===== src/rtl/vga_pkg.sv =====
// Shared timing constants, 12-bit colour constants and pattern-select encoding for the VGA pixel path.
// No logic and no latency. Backpressure does not apply here.
package vga_pkg;

    localparam int H_ACTIVE = 640;
    localparam int V_ACTIVE = 480;
    localparam int CW       = 10;
    localparam int BOX_SIZE = 32;

    typedef logic [11:0] rgb_t;

    localparam rgb_t WHITE   = 12'hFFF;
    localparam rgb_t YELLOW  = 12'hFF0;
    localparam rgb_t CYAN    = 12'h0FF;
    localparam rgb_t GREEN   = 12'h0F0;
    localparam rgb_t MAGENTA = 12'hF0F;
    localparam rgb_t RED     = 12'hF00;
    localparam rgb_t BLUE    = 12'h00F;
    localparam rgb_t BLACK   = 12'h000;
    localparam rgb_t NAVY    = 12'h004;

    typedef enum logic [1:0] {
        BARS  = 2'd0,
        CHECK = 2'd1,
        BOX   = 2'd2,
        GRAD  = 2'd3
    } mode_t;

    // Bar 0 sits at the left edge of the screen.
    function automatic rgb_t bar_colour(input logic [2:0] idx);
        case (idx)
            3'd0:    return WHITE;
            3'd1:    return YELLOW;
            3'd2:    return CYAN;
            3'd3:    return GREEN;
            3'd4:    return MAGENTA;
            3'd5:    return RED;
            3'd6:    return BLUE;
            default: return BLACK;
        endcase
    endfunction

endpackage


===== src/rtl/vga_box_mover.sv =====
// Bouncing-box position: advances one pixel per axis on each frame_start and reverses at the screen edges.
// The new position is visible the cycle after frame_start. There is no backpressure: it steps on every frame_start.
module vga_box_mover
    import vga_pkg::*;
(
    input  logic          clk,
    input  logic          rst,
    input  logic          frame_start,
    output logic [CW-1:0] box_x,
    output logic [CW-1:0] box_y
);

    localparam logic [CW-1:0] X_MAX = CW'(H_ACTIVE - BOX_SIZE);
    localparam logic [CW-1:0] Y_MAX = CW'(V_ACTIVE - BOX_SIZE);

    logic dx_neg;
    logic dy_neg;

    // The result is {next direction (1 = moving negative), next position}.
    function automatic logic [CW:0] bounce(input logic neg, input logic [CW-1:0] pos,
                                           input logic [CW-1:0] lim);
        if (!neg && pos == lim)
            return {1'b1, pos - 1'b1};
        else if (neg && pos == '0)
            return {1'b0, CW'(1)};
        else
            return {neg, neg ? pos - 1'b1 : pos + 1'b1};
    endfunction

    always_ff @(posedge clk) begin
        if (rst) begin
            box_x  <= '0;
            box_y  <= '0;
            dx_neg <= 1'b0;
            dy_neg <= 1'b0;
        end else if (frame_start) begin
            {dx_neg, box_x} <= bounce(dx_neg, box_x, X_MAX);
            {dy_neg, box_y} <= bounce(dy_neg, box_y, Y_MAX);
        end
    end

endmodule


===== src/rtl/vga_pattern_gen.sv =====
// Test-pattern colour stage behind the VGA timing counters. It drives the R/G/B pins and the syncs re-aligned to them.
// The latency is 2 clk from any input to R/G/B and h_sync/v_sync. There is no backpressure: it accepts one pixel every clk.
module vga_pattern_gen
    import vga_pkg::*;
(
    input  logic          clk,
    input  logic          rst,
    input  logic [CW-1:0] h_count,
    input  logic [CW-1:0] v_count,
    input  logic          video_on,
    input  logic          h_sync_in,
    input  logic          v_sync_in,
    input  logic [1:0]    mode,
    output logic [3:0]    R,
    output logic [3:0]    G,
    output logic [3:0]    B,
    output logic          h_sync,
    output logic          v_sync
);

    localparam int            BAR_W = H_ACTIVE / 8;
    localparam logic [CW:0]   BOX_W = (CW+1)'(BOX_SIZE);

    logic          frame_start;
    logic [CW-1:0] h_q, v_q;
    logic          von_q, hs_q, vs_q;
    mode_t         mode_q;
    logic [7:0]    frame_cnt;
    logic [CW-1:0] box_x, box_y;
    logic [2:0]    bar_idx;
    logic          in_x, in_y;
    rgb_t          pix;

    assign frame_start = (h_count == '0) && (v_count == '0);

    vga_box_mover u_box (
        .clk         (clk),
        .rst         (rst),
        .frame_start (frame_start),
        .box_x       (box_x),
        .box_y       (box_y)
    );

    // Stage 1. The mode and frame count update together with the first pixel of the frame, so the new pattern starts exactly at (0,0).
    always_ff @(posedge clk) begin
        if (rst) begin
            h_q       <= '0;
            v_q       <= '0;
            von_q     <= 1'b0;
            hs_q      <= 1'b1;
            vs_q      <= 1'b1;
            mode_q    <= BARS;
            frame_cnt <= '0;
        end else begin
            h_q   <= h_count;
            v_q   <= v_count;
            von_q <= video_on;
            hs_q  <= h_sync_in;
            vs_q  <= v_sync_in;
            if (frame_start) begin
                mode_q    <= mode_t'(mode);
                frame_cnt <= frame_cnt + 8'd1;
            end
        end
    end

    // Bar select uses constant thresholds, so no divider is needed.
    always_comb begin
        bar_idx = 3'd7;
        for (int i = 6; i >= 0; i--) begin
            if (h_q < CW'((i + 1) * BAR_W))
                bar_idx = 3'(i);
        end
    end

    // The box compare is one bit wider, so box_x + BOX_SIZE cannot wrap.
    always_comb begin
        in_x = ({1'b0, h_q} >= {1'b0, box_x}) && ({1'b0, h_q} < ({1'b0, box_x} + BOX_W));
        in_y = ({1'b0, v_q} >= {1'b0, box_y}) && ({1'b0, v_q} < ({1'b0, box_y} + BOX_W));
    end

    always_comb begin
        pix = BLACK;
        case (mode_q)
            BARS:  pix = bar_colour(bar_idx);
            CHECK: pix = (h_q[5] ^ v_q[5]) ? WHITE : BLACK;
            BOX:   pix = (in_x && in_y) ? RED : NAVY;
            GRAD:  pix = {h_q[9:6], v_q[8:5], frame_cnt[3:0]};
        endcase
        if (!von_q)
            pix = BLACK;
    end

    // Stage 2. The syncs take this register too, so sync and colour stay aligned.
    always_ff @(posedge clk) begin
        if (rst) begin
            {R, G, B} <= BLACK;
            h_sync    <= 1'b1;
            v_sync    <= 1'b1;
        end else begin
            {R, G, B} <= pix;
            h_sync    <= hs_q;
            v_sync    <= vs_q;
        end
    end

endmodule


===== config.mk =====
export PLATFORM = sky130hd
export DESIGN_NAME = vga_pattern_gen
export DESIGN_NICKNAME = d
export VERILOG_FILES = /design/src/rtl/vga_pkg.sv /design/src/rtl/vga_box_mover.sv /design/src/rtl/vga_pattern_gen.sv
export SDC_FILE = /design/constraint.sdc
export NUM_CORES = 1
export LEC_CHECK = 0
export CAP_MARGIN = 20
export CORE_UTILIZATION = 30
export DETAILED_ROUTE_END_ITERATION = 6
export GPL_TIMING_DRIVEN = 0
export PLACE_DENSITY = 0.51
export SETUP_SLACK_MARGIN = 0.02
export SLEW_MARGIN = 30
export SYNTH_ARGS = -nofsm -noshare
export SYNTH_HDL_FRONTEND = slang
export SYNTH_SLANG_ARGS = --single-unit

===== constraint.sdc =====
create_clock -name clk -period 2.75 [get_ports clk]
set_input_delay 0.55 -clock clk [delete_from_list [all_inputs] [get_ports clk]]
set_output_delay 0.55 -clock clk [all_outputs]
set_load 0.005 [all_outputs]

==> results.txt, run 1 <==
status -> finished clean
clk slew on worst S/H paths -> 60 ps
vias per cell -> 5.339
top_reg_cell synth -> dfxtp_1
Cell variety after synth -> 65
antenna cells -> 0
max cap viols -> 0
Critical Path Sink Type -> register
final wirelength -> 11630 µm
Slew @ Worst Pin -> 673.0 ps
synthesis-stage register bit count -> 65
grt ovf -> 0
Die Ht -> 118.2 µm
Worst Skew -> 7.091 ps
power density cells -> 484.9 nW/µm²
Cells after Synth -> 485
Avg Synthesized Cell Area -> 8.346 µm²
post-DR wirelength/cell -> 16.24 µm
Die Area -> 13960 µm²
Synth area leaders -> dfxtp_1, ha_1, a21oi_1, nor2b_1, nand3_1
clock sink count -> 65
worst-case headroom to the max-slew limit -> 55.14%
starting DRC count in detailed routing -> 130
worst skew pair latency -> 340 ps
initial antenna violation count -> 0
CP arrival -> 2760 ps
Final setup violation count -> 0
Leakage -> 1.898 nW
gr usage total -> 17.53%
crit path max fanout -> 10
# hold bufs at CTS -> 0
pin count of the biggest net entering global routing -> 13
# IOs -> 41
fin area -> 4981 µm²
IO buf count -> 39
Syn-to-layout area delta -> 23.06%
htree depth -> 3
Fin Hold WS -> 408.3 ps
Post-Syn Nets -> 551
crit share post-route -> 92.86%
Via Count -> 3823
Final Hold Vio Count -> 0
EDFF count, synth -> 0
Area after DPL -> 4658 µm²
Placer Congestion -> 0.8776
async set-reset flop share out of synthesis -> 0%
fillers -> 1369
r2r endpoint -> B[2]
Final min period -> 2554 ps
worst hold path class -> reg2reg
first-pass GRT wire length -> 19060 µm
yosys warns -> 0
f_max -> 391.6 MHz
CP startpoint kind -> input port
max-slew violations -> 0
final std cells w/o fill -> 716
CP Data Required Time -> 2960 ps
clock buffer depth -> 2
dominant cell type by area after synthesis -> dfxtp_1
synthesized area -> 4048 µm²
Seq/Total Area, Yosys -> 32.15%
R2R cell count -> 10
# Post-CTS Setup Buffers -> 0
vias in the first global route -> 3792
share of the synthesized area in the top cell type -> 32.15%
Overall Power -> 2.415 mW
Total Nets Final -> 601
Initial Util -> 30.69%
placed instance count -> 700
CTS Root Cell -> clkbuf_16
r2r startpoint -> u_box.box_y[7]
total CTS buffers -> 9
worst vdd ir -> 0.2826 mV
DR pass1 iterations -> 4
RSZ-0062 raised after global routing -> yes
share of layout cells above drive strength 1 -> 8.704%
kind of critical path -> in2reg
CTS tree -> yes
Final Util -> 37.76%
final routed DRC violation total -> 0
crit path launch -> h_count[6]
cell with the most instances after synthesis -> dfxtp_1
worst reg-to-reg setup slack -> 230 ps
post-DP HPWL -> 8614 µm
Die X -> 118.2 µm
antenna-violating nets left -> 0
core area -> 13190 µm²
num rows -> 42
Critical path destination -> u_box.box_y[2]
Post-synth top cells -> dfxtp_1, ha_1, a21oi_1, nand2_1, nor2b_1
[cells by family (layout without fill, tap and decap cells)]
| kind of cell | Yosys count | in the layout | share of synthesized area, % |
|---|---|---|---|
| AND/OR/NAND/NOR | 172 | 172 | 22.91 |
| adder cells (fa/ha/maj) | 39 | 39 | 12.06 |
| flip-flops | 65 | 65 | 32.15 |
| AO/OA/AOI/OAI | 136 | 136 | 23.22 |
| multiplexers | 3 | 3 | 0.7419 |
| XOR/XNOR | 17 | 17 | 3.679 |
| buffers and inverters | 53 | 108 | 5.255 |
[report_power, final]
| group | internal [mW] | leakage [nW] | switching [mW] |
|---|---|---|---|
| Combinational | 0.109 | 1.22 | 0.0915 |
| Sequential | 0.968 | 0.531 | 0.0188 |
| Clock | 0.756 | 0.148 | 0.473 |
[layout make-up]
class	instances	area [µm²]	share of cell area, %
Inverter	27	101.3	2.035
Timing Repair Buffer	39	390.4	7.837
Multi-Input combinational cell	367	2536	50.92
Tap cell	176	220.2	4.421
Clock inverter	5	62.56	1.256
Clock buffer	11	252.7	5.074
Sequential cell	65	1301	26.12
Buffer	26	116.4	2.336
[through the flow]
stage / setup TNS [ps] / setup slack, ps
after floorplan: 0 / 637.3
after global placement: -8338 / -652.9
after detailed placement: -9179 / -663.8
after CTS: 0 / 138.6
after global routing: -10.61 / -10.61
final: 0 / 196.2
[per-layer routing]
layer | track usage (%) | part of all wire (%)
met5 | 0 | 0
met4 | 8.814 | 2.6
met3 | 3.571 | 4.4
met2 | 28.60 | 46
met1 | 21.85 | 47
[critical path, stage by stage]
cell and delay (ps):
clkdlybuf4s50_1 410, nor4_1 360, nand3_1 190, nor2_2 510
clkbuf_2 380, o221ai_1 170, nand3_1 110, o41ai_1 70
[sequential cells by signal, indices dropped and copies added, names as in the netlist]
signal,count
R,4
u_box.dx_neg,1
u_box.box_x,10
v_q,10
B,4
von_q,1
v_sync,1
h_q,10
h_sync,1
vs_q,1
mode_q,2
frame_cnt,4
hs_q,1
u_box.dy_neg,1
G,4
u_box.box_y,10
[worst min-delay path by stage]
stage	from	end	slack, ps	cells past startpoint
global placement	vs_q	v_sync	390	1
finish	vs_q	v_sync	410	1
detailed placement	vs_q	v_sync	400	1
global route	vs_q	v_sync	430	1
floorplan	hs_q	h_sync	390	1
CTS	vs_q	v_sync	410	1
[cell usage in the layout, fill, tap and decap left out, types with 4 or more instances in the layout]
cell type         n
clkbuf_2          4
inv_1            26
nor3_1           13
o21a_1            5
clkbuf_16         9
or2_2             6
clkbuf_1         16
a211oi_1         10
a31oi_1           4
a21oi_1          38
nand2b_1          5
nor4_1            5
nor2_1           24
nor2b_1          28
buf_2             5
nand2_1          32
nand4_1          13
nand3_1          27
clkdlybuf4s50_1  39
o21ai_0          21
a21o_1           13
dfxtp_1          65
ha_1             39
xnor2_1          14
[repair_timing]
item                       in CTS  in global routing
pin swaps                       0                  0
setup endpoints to repair      18                 11
resized for setup               3                  5
(Power assumes the default switching activity.)
==> run 2: changes to the inputs <==
- CORE_MARGIN: unset -> 2
==> run 2 against run 1 <==
Compared with the run above: clock skew increased by 2.1 ps; utilization shrank 0.22 points; sequential power barely moved; fmax is 2.2% higher; combinational power about the same; die area increased by 3.4%; total power down 5.5%; sequential share of layout area up 0.15 points; final cell count stayed put.
==> results.txt, run 2 (synthesis results as in run 1) <==
Sw Share -> 24.96%
R2R cell count -> 10
first-pass GRT wire length -> 18960 µm
Leakage -> 1.885 nW
cell-internal power -> 1.712 mW
antenna-violating nets left -> 0
most common cell after layout, fill and taps aside -> dfxtp_1
# hold bufs at CTS -> 0
final wirelength -> 11550 µm
f_max -> 400.4 MHz
Final setup violation count -> 0
cells along the critical path -> clkdlybuf4s50_1 > nor4_1 > nand3_1 > or2_2 > clkbuf_1 > clkbuf_1 > o41ai_1
CP top delay family -> simple AND/OR/NAND/NOR gates
Initial Util -> 30.69%
Fin Hold WS -> 409.0 ps
Die X -> 120.2 µm
share of layout cells above drive strength 1 -> 8.519%
final routed DRC violation total -> 0
grt ovf -> 0
post-DR wirelength/cell -> 16.14 µm
CTS tree -> yes
clock network fraction of design power -> 48.0%
pin count of the biggest net entering global routing -> 13
status -> finished clean
worst skew pair latency -> 340 ps
crit path launch -> h_count[6]
Critical Path Sink Type -> register
Area after DPL -> 4658 µm²
fin area -> 4952 µm²
worst hold path class -> reg2reg
critical path's slowest cell -> clkdlybuf4s50_1
r2r endpoint -> B[2]
Syn-to-layout area delta -> 22.35%
max cap viols -> 0
RSZ-0062 raised after global routing -> yes
top layer in use -> met4
Die Area -> 14440 µm²
CP bufs+invs -> 3
antenna cells -> 0
Logic pwr share -> 8.8%
post-DP HPWL -> 8620 µm
crit share post-route -> 90.83%
power density cells -> 460.7 nW/µm²
vias per cell -> 5.292
num rows -> 42
Die Ht -> 120.2 µm
Final min period -> 2498 ps
WL met3 -> 511 µm
CP peak stage delay -> 420 ps
commonest cells after routing, fill and taps aside -> dfxtp_1, ha_1, clkdlybuf4s50_1, a21oi_1, nand2_1
fillers -> 1365
kind of critical path -> in2reg
clock sink count -> 65
Final Hold Vio Count -> 0
total CTS buffers -> 9
initial antenna violation count -> 0
CP Data Required Time -> 2980 ps
Switch Pwr -> 0.5695 mW
clk slew on worst S/H paths -> 50 ps
clock buffer depth -> 2
Worst Skew -> 9.207 ps
CP startpoint kind -> input port
Via Count -> 3789
worst vdd ir -> 0.2469 mV
met2 wire len -> 5379 µm
vias in the first global route -> 3705
CP dominant cell by count -> clkbuf_1
IO buf count -> 39
starting DRC count in detailed routing -> 167
DR pass1 iterations -> 6
CTS Root Cell -> clkbuf_16
Slew @ Worst Pin -> 681.6 ps
r2r startpoint -> u_box.box_y[7]
max-slew violations -> 0
Post-Route M1 WL -> 5475 µm
Placer Congestion -> 0.8505
# IOs -> 41
htree depth -> 3
crit path max fanout -> 10
Reg power frac -> 43.2%
gr usage total -> 16.89%
core area -> 13190 µm²
worst-case headroom to the max-slew limit -> 54.56%
Final Util -> 37.55%
worst reg-to-reg setup slack -> 280 ps
Critical path destination -> u_box.box_y[2]
CP arrival -> 2730 ps
Total Nets Final -> 601
critical path depth in cells -> 7
run 2: how the worst min path moves through the flow:
stage | start | endpoint | slack, ps | cells after the start
final | hs_q | h_sync | 410 | 1
after global routing | vs_q | v_sync | 420 | 1
after CTS | hs_q | h_sync | 420 | 1
after global placement | vs_q | v_sync | 390 | 1
after floorplan | hs_q | h_sync | 390 | 1
after detailed placement | vs_q | v_sync | 400 | 1
run 2: area by class of cell:
class	count	area [µm²]	share of cell area, %
buffer	26	115.1	2.324
clock buffer	10	239.0	4.826
clock inverter	6	43.79	0.8843
inverter	27	101.3	2.046
multi-input combinational	367	2541	51.31
sequential	65	1301	26.28
tap	176	220.2	4.447
timing repair buffer	39	390.4	7.883
run 2: per-stage QoR:
stage	TNS (ps)	setup WS (ps)	power, mW	cells
after floorplan	0	637.3	1.113	485
after global placement	-9823	-742.6	1.202	700
after detailed placement	-8872	-686.2	1.207	700
after CTS	0	31.65	2.312	716
after global routing	0	18.15	2.390	716
final	0	252.3	2.282	716
run 2: routing by layer:
layer / global-route usage (%) / vias up
met5: 0 / -
met1: 21.95 / 1793
met4: 5.662 / 0
met2: 27.52 / 93
li1: - / 1888
met3: 3.850 / 15
run 2: power by group through the flow:
stage,Sequential [mW],Clock [mW],Combinational (mW)
after detailed placement,1.01,0,0.200
after global placement,1.01,0,0.195
after CTS,0.986,1.12,0.202
after floorplan,1.00,0,0.112
after global routing,0.989,1.18,0.226
final,0.986,1.09,0.201
run 2: what timing repair did:
item,CTS,global route
pin swaps,0,0
resized for setup,2,6
buffers inserted,0,0
setup endpoints to repair,18,12
run 2: worst register-to-register path, stage by stage (launching register included):
cell,delay [ps]
dfxtp_1,300
clkbuf_1,290
and2_1,280
nand2_1,100
xnor2_1,130
ha_1,290
nor2b_1,130
o21ai_0,150
o311a_1,230
nand4_1,220
o21a_1,240
==> run 3: changes to the inputs <==
- CAP_MARGIN: 20 -> 30
- REMOVE_ABC_BUFFERS: unset -> 1
==> run 3 against run 2 <==
Compared with the run above: combinational power is 7% lower; critical path depth rose by 2; largest cell class unchanged; setup slack better by 12 ps; sequential share of layout area is 0.13 points higher; fmax grew 0.46%; count of clock-buffer cells in the layout did not move; register-to-register slack lost 20 ps; largest power group unchanged; total power is 9.4% higher; worst hold slack better by 1.3 ps.
==> results.txt, run 3 (synthesis results as in run 1) <==
core area -> 13190 µm²
critical path's slowest cell -> dfxtp_1
crit path max fanout -> 14
worst vdd ir -> 0.2676 mV
initial antenna violation count -> 0
Die X -> 120.2 µm
IO buf count -> 40
Die Ht -> 120.2 µm
Storage cell area -> 1303 µm²
Overall Power -> 2.496 mW
total CTS buffers -> 9
WHS Path Cells -> 1
worst hold path class -> reg2reg
Final Util -> 37.40%
worst-case headroom to the max-slew limit -> 57.01%
CP top delay family -> adder cells
Die Area -> 14440 µm²
Worst Hold End -> h_sync
crit share post-route -> 90.41%
antenna cells -> 0
CP startpoint kind -> register
Final setup violation count -> 0
Leakage -> 1.868 nW
Fin Hold WS -> 410.3 ps
Final min period -> 2486 ps
CTS Root Cell -> clkbuf_16
worst skew pair latency -> 330 ps
# hold bufs at CTS -> 0
pin count of the biggest net entering global routing -> 53
vias in the first global route -> 3238
Initial Util -> 30.69%
Total Nets Final -> 577
f_max -> 402.2 MHz
starting DRC count in detailed routing -> 284
first-pass GRT wire length -> 16490 µm
power density cells -> 506.0 nW/µm²
post-DR wirelength/cell -> 14.76 µm
clk slew on worst S/H paths -> 50 ps
num rows -> 42
Worst Skew -> 5.612 ps
kind of critical path -> reg2reg
RSZ-0062 raised after global routing -> no
cells along the critical path -> ha_1 > nand2_1 > xnor2_1 > ha_1 > nor2b_1 > o21ai_0 > o311a_1 > nand4_1 > o21a_1
Via Count -> 3644
Syn-to-layout area delta -> 21.89%
share of layout cells above drive strength 1 -> 7.573%
max-slew violations -> 0
vias per cell -> 5.274
CP dominant cell by count -> ha_1
CP Data Required Time -> 2970 ps
multi-input logic area -> 2541 µm²
CP peak stage delay -> 600 ps
most common cell after layout, fill and taps aside -> dfxtp_1
status -> finished clean
Final Hold Vio Count -> 0
CP arrival -> 2710 ps
worst reg-to-reg setup slack -> 260 ps
clock buffer depth -> 2
CTS tree -> yes
DR pass1 iterations -> 5
final wirelength -> 10200 µm
htree depth -> 3
fin area -> 4933 µm²
CP bufs+invs -> 0
max cap viols -> 0
antenna-violating nets left -> 0
r2r endpoint -> B[2]
Area after DPL -> 4589 µm²
commonest cells after routing, fill and taps aside -> dfxtp_1, ha_1, clkdlybuf4s50_1, a21oi_1, nand2_1
post-DP HPWL -> 7438 µm
setup_tns -> 0 ps
grt ovf -> 0
Hold Path Origin -> hs_q
Critical Path Sink Type -> register
fillers -> 1355
gr usage total -> 14.47%
final routed DRC violation total -> 0
r2r startpoint -> u_box.box_y[6]
clock sink count -> 65
R2R cell count -> 9
Placer Congestion -> 0.8768
# IOs -> 41
Slew @ Worst Pin -> 643.5 ps
==> run 3: per-layer routing <==
metal	part of all wire, %	global-route usage [%]	vias to the layer above
met2	42	21.02	96
met3	5.2	2.614	11
met5	0	0	-
met4	1.5	5.441	0
li1	-	-	1831
met1	51	21.11	1706
==> run 3: what timing repair did <==
action                     4_1_cts  5_1_grt
resized for setup                0        1
setup buffers                    0        0
setup endpoints to repair        0        5
==> run 3: worst max-delay path by stage <==
stage / to / depth (start not counted) / from / slack [ps]
after floorplan: u_box.box_x[7] / 6 / v_count[0] / 230
after global placement: R[0] / 6 / rst / -1260
after detailed placement: u_box.box_y[3] / 6 / v_count[4] / 30
after CTS: B[2] / 9 / u_box.box_x[5] / 220
after global routing: B[2] / 9 / u_box.box_x[6] / 40
final: B[2] / 9 / u_box.box_y[6] / 260
==> run 3: area by class of cell <==
cell class	instances	area share (%)
multi-input combinational	367	51.51
sequential	65	26.40
timing repair buffer	41	8.623
inverter	27	2.054
clock buffer	10	4.844
clock inverter	5	2.105
tap	176	4.464
==> run 3: report_power, final <==
group,leakage [nW],internal (mW),switching (mW)
clock network,0.169,0.904,0.413
logic,1.17,0.107,0.0805
registers,0.532,0.968,0.0239
total,1.87,1.98,0.517
==> run 3: stage by stage <==
stage | setup slack (ps) | std cells
2_1_floorplan | 229.9 | 459
3_3_place_gp | -1260 | 675
3_5_place_dp | 28.99 | 676
4_1_cts | 215.2 | 691
5_1_grt | 39.15 | 691
6_report | 263.8 | 691
